File: src/rtl/cordic_seg_find.sv
// Vector-to-segment finder: walks the CORDIC seed ROM and returns the largest seed angle <= vector angle.
// Optional first-octant input folding is built when CORDIC_SEG_FOLD_EN is defined.
module cordic_seg_find #(
  parameter int W    = 22,
  parameter int NSEG = 13
) (
  input  logic                clk,
  input  logic                rst,
  input  logic                start,
  input  logic signed [W-1:0] x_in,
  input  logic signed [W-1:0] y_in,
  output logic [3:0]          rom_addr,
  input  logic signed [W-1:0] rom_x,
  input  logic signed [W-1:0] rom_y,
  output logic                busy,
  output logic                done,
  output logic [3:0]          seg_idx,
  output logic                below,
  output logic                err,
  output logic [2:0]          oct
);

  typedef enum logic [1:0] {IDLE, FETCH, CMP, DONE} state_t;

  localparam logic [3:0] LAST = 4'(NSEG - 1);

  state_t              state_reg, state_next;
  logic signed [W-1:0] x_reg, y_reg;
  logic [3:0]          k_reg;
  logic [3:0]          seg_reg;
  logic                below_reg, err_reg;
  logic [2:0]          oct_reg;

  logic signed [W-1:0] cap_x, cap_y;
  logic [2:0]          cap_oct;
  logic                cap_err;

`ifdef CORDIC_SEG_FOLD_EN
  localparam logic signed [W-1:0] SMIN = {1'b1, {(W-1){1'b0}}};
  localparam logic signed [W-1:0] SMAX = {1'b0, {(W-1){1'b1}}};

  logic signed [W-1:0] ax, ay;
  logic                swap;

  // Saturate |-2^(W-1)| so the folded magnitude stays representable.
  assign ax   = (x_in == SMIN) ? SMAX : (x_in < 0) ? -x_in : x_in;
  assign ay   = (y_in == SMIN) ? SMAX : (y_in < 0) ? -y_in : y_in;
  assign swap = (ay > ax);

  assign cap_x   = swap ? ay : ax;
  assign cap_y   = swap ? ax : ay;
  assign cap_oct = {x_in < 0, y_in < 0, swap};
  assign cap_err = (x_in == '0) && (y_in == '0);
`else
  assign cap_x   = x_in;
  assign cap_y   = y_in;
  assign cap_oct = 3'd0;
  // y >= 0 together with y <= x also forces x >= 0.
  assign cap_err = ((x_in == '0) && (y_in == '0)) || (y_in < 0) || (y_in > x_in);
`endif

  // Cross product sign: d >= 0 means the vector angle is at or above seed k.
  logic signed [2*W-1:0] p_yx, p_xy;
  logic signed [2*W:0]   d;
  logic                  ge;

  assign p_yx = y_reg * rom_x;
  assign p_xy = x_reg * rom_y;
  assign d    = {p_yx[2*W-1], p_yx} - {p_xy[2*W-1], p_xy};
  assign ge   = ~d[2*W];

  always_comb begin
    state_next = state_reg;
    case (state_reg)
      IDLE:    if (start) state_next = FETCH;
      FETCH:   state_next = err_reg ? DONE : CMP;
      CMP:     state_next = (ge && (k_reg != LAST)) ? FETCH : DONE;
      DONE:    state_next = IDLE;
      default: state_next = IDLE;
    endcase
  end

  always_ff @(posedge clk) begin
    if (rst) begin
      state_reg <= IDLE;
      x_reg     <= '0;
      y_reg     <= '0;
      k_reg     <= '0;
      seg_reg   <= '0;
      below_reg <= 1'b0;
      err_reg   <= 1'b0;
      oct_reg   <= '0;
    end else begin
      state_reg <= state_next;
      case (state_reg)
        IDLE: begin
          if (start) begin
            x_reg     <= cap_x;
            y_reg     <= cap_y;
            oct_reg   <= cap_oct;
            err_reg   <= cap_err;
            below_reg <= 1'b0;
            seg_reg   <= '0;
            k_reg     <= '0;
          end
        end
        CMP: begin
          if (ge) begin
            if (k_reg == LAST) seg_reg <= k_reg;
            else               k_reg   <= k_reg + 4'd1;
          end else if (k_reg == 4'd0) begin
            below_reg <= 1'b1;
            seg_reg   <= '0;
          end else begin
            seg_reg <= k_reg - 4'd1;
          end
        end
        default: ;
      endcase
    end
  end

  assign rom_addr = k_reg;
  assign busy     = (state_reg == FETCH) || (state_reg == CMP);
  assign done     = (state_reg == DONE);
  assign seg_idx  = seg_reg;
  assign below    = below_reg;
  assign err      = err_reg;
  assign oct      = oct_reg;

endmodule

File: config.mk
export PLATFORM = sky130hd
export DESIGN_NAME = cordic_seg_find
export DESIGN_NICKNAME = d
export VERILOG_FILES = /design/src/rtl/cordic_seg_find.sv
export SDC_FILE = /design/constraint.sdc
export NUM_CORES = 2
export LEC_CHECK = 0
export BUFFER_PORTS_ARGS = -buffer_cell sky130_fd_sc_hd__buf_2
export CORE_ASPECT_RATIO = 0.9
export CORE_UTILIZATION = 70
export DETAILED_ROUTE_END_ITERATION = 12
export PLACE_DENSITY = 0.94
export SYNTH_ARGS = -nofsm -noshare
export SYNTH_HDL_FRONTEND = slang
export SYNTH_SLANG_ARGS = --single-unit
File: constraint.sdc
create_clock -name clk -period 16.8 [get_ports clk]
set_input_delay 2.52 -clock clk [delete_from_list [all_inputs] [get_ports clk]]
set_output_delay 2.52 -clock clk [all_outputs]
set_load 0.01 [all_outputs]
==> out/metrics.yaml <==
status: "completed"
die_area_um2: 56800
cp_data_required_time_ps: 17000
wire_per_inst_um: 22.7
min_period_ps: 11690
synth.distinct_cells: 54
fp-row-count: 81
drv_slew: 0
hp-class: "register to register"
r2r_setup_slack_ps: 7080
grt_pass1_wl_um: 178000
synth_area_per_cell_um2: 9.41
synth_edf_count: 0
clk_pin_slew_ps: 70
root_buffer: "clkbuf_16"
core_um2: 54700
drt_first_pass_iters: 7
start_kind: "primary input"
slew_headroom_pct: 18.1
die_h_um: 226
grt_overflow: 0
num_vias: 28811
cts.sinks: 56
vias_per_cell: 5.98
fmax_ghz: 0.0855
clock_path_buffers: 2
port_buffers: 102
drc_errors: 0
synth-seq-cells: 56
fin_setup_tns_ps: 0
synth_top_area_cell: "fa_1"
antenna_found_initial: 4
post_cts_buffers: 0
critPathMaxFanout: 22
grt_max_degree: 54
htree_levels: 2
hold_viol_final: 0
drive_gt1_share_pct: 3.80
drt-total-wl_um: 109000
ant_nets: 0
cts_tree: "built"
fin_skew_ps: 5.02
rsz0062_at_grt: "no"
fin_crit_sh_pct: 69.6
synth_area_um2: 39100
yosys_most_used_dff: "dfxtp_1"
clk_latency_ps: 290
gp_congestion: 1.07
synth_top_area_share_pct: 58.0
max_cap_viol_count: 0
async_flop_share_pct: 0
numCtsBuffers: 5
initial_core_util_pct: 71.5
cp.arrival_ps: 11890
yosys-top-cells-area: "fa_1, inv_1, ha_1"
end_kind: "register"
post_cts_resized: 0
nets: 5595
tightest_slew_ps: 1230
io_pins: 106
critPathKind: "primary input to register"
ys_seq_area_share_pct: 2.87
grt_util_all_layers_pct: 41.4
setup_violations: 0
hpwl_um: 94200
ys_warn_count: 0
synthCells: 4155
area_delta_synth_final_pct: 2.86
die_w_um: 251
grt_pass1_vias: 33221
holdBufCountCts: 0
drt_iter0_drc: 3689
## per-layer routing
metal	vias to the layer above	GRT usage, %	wire length [µm]
li1	11517	-	-
met5	-	0.0866	13
met4	2	18.1	5860
met3	570	14.1	16400
met1	14406	52.9	37400
met2	2316	64.9	49600
## worst max-delay path, stage by stage
cell and delay, ps:
buf_2 360, nand2_1 610, inv_1 750, fa_1 570, fa_1 550, fa_1 570, inv_1 60, fa_1 510
fa_1 580, fa_1 460, fa_1 470, fa_1 500, inv_1 50, fa_1 480, inv_1 50, ha_1 280
nand2_1 70, nor4_1 420, o211ai_1 280, a211oi_1 770, nor4_4 140, xor2_2 440, nor2_1 100, a311oi_1 270
## final cells by class
class	count	area, µm²
fillers	3374	14500
diodes	3	7.51
well taps	705	882
repair buffers	143	818
flip-flops and latches	56	1120
clock inverters	1	30.0
multi-input cells	2705	32700
clock buffers	5	125
inverters	1198	4500
## metrics by stage
step	setup slack, ps	hold WS [ps]	util [%]	cells	cell area, µm²
2_1_floorplan	6280	463	-	4157	39100
3_3_place_gp	5540	446	73.2	4807	40100
3_5_place_dp	5020	468	73.2	4807	40100
4_1_cts	5310	478	73.5	4813	40200
5_1_grt	4790	492	73.5	4816	40200
6_report	5110	481	73.5	4816	40200
## cells in the final DEF (no fill, tap or decap), types with 4 or more instances in the layout
| cell type | instances |
|---|---|
| clkbuf_16 | 5 |
| and2_1 | 444 |
| o211ai_1 | 7 |
| nand3_1 | 6 |
| xnor2_1 | 17 |
| inv_1 | 1198 |
| a21o_1 | 13 |
| nand4_1 | 16 |
| buf_2 | 102 |
| o21ai_0 | 12 |
| ha_1 | 261 |
| a21oi_1 | 61 |
| nor4_1 | 15 |
| a31oi_1 | 5 |
| dfxtp_1 | 56 |
| o21a_1 | 5 |
| nor2_1 | 28 |
| mux2i_1 | 4 |
| nand2_1 | 588 |
| nor3_1 | 11 |
| a211oi_1 | 4 |
| nand2b_1 | 13 |
| fa_1 | 1134 |
| nor2b_1 | 22 |
| buf_4 | 41 |
## cells by family (layout without fill, tap and decap cells)
| group | after synthesis | in the layout | synth area share (%) |
|---|---|---|---|
| compound gates | 126 | 126 | 2.03 |
| simple gates | 1153 | 1153 | 14.5 |
| flops | 56 | 56 | 2.87 |
| xor+xnor | 23 | 23 | 0.624 |
| fa+ha+maj | 1395 | 1395 | 66.4 |
| buf+inv | 1396 | 1347 | 13.4 |
| mux | 5 | 5 | 0.131 |
| other cells | 1 | 6 | 0.00959 |
## worst paths after layout
kind              startpoint     endpoint  depth (start not counted)
setup / recovery    rom_y[1]  rom_addr[2]                         24
setup reg to reg   x_reg[21]  rom_addr[2]                         24
hold / removal      y_reg[0]     y_reg[0]                          2
hold reg to reg     y_reg[0]     y_reg[0]                          2
## cells in the mapped netlist (all sizes together), types with 7 or more instances
cell type and count:
inv 1198, nand2 588, nor3 11, xnor2 18, and2 444, fa 1134, a21oi 61, a21o 13
nor4 16, nor2 28, dfxtp 56, nor2b 22, ha 261, buf 7, o21ai 12, clkbuf 191
nand4 16, o211ai 7, nand2b 13
Power is left out: the tool's default activity adds up to more than one toggle a clock period on the data nets, which glitch-free logic cannot reach.
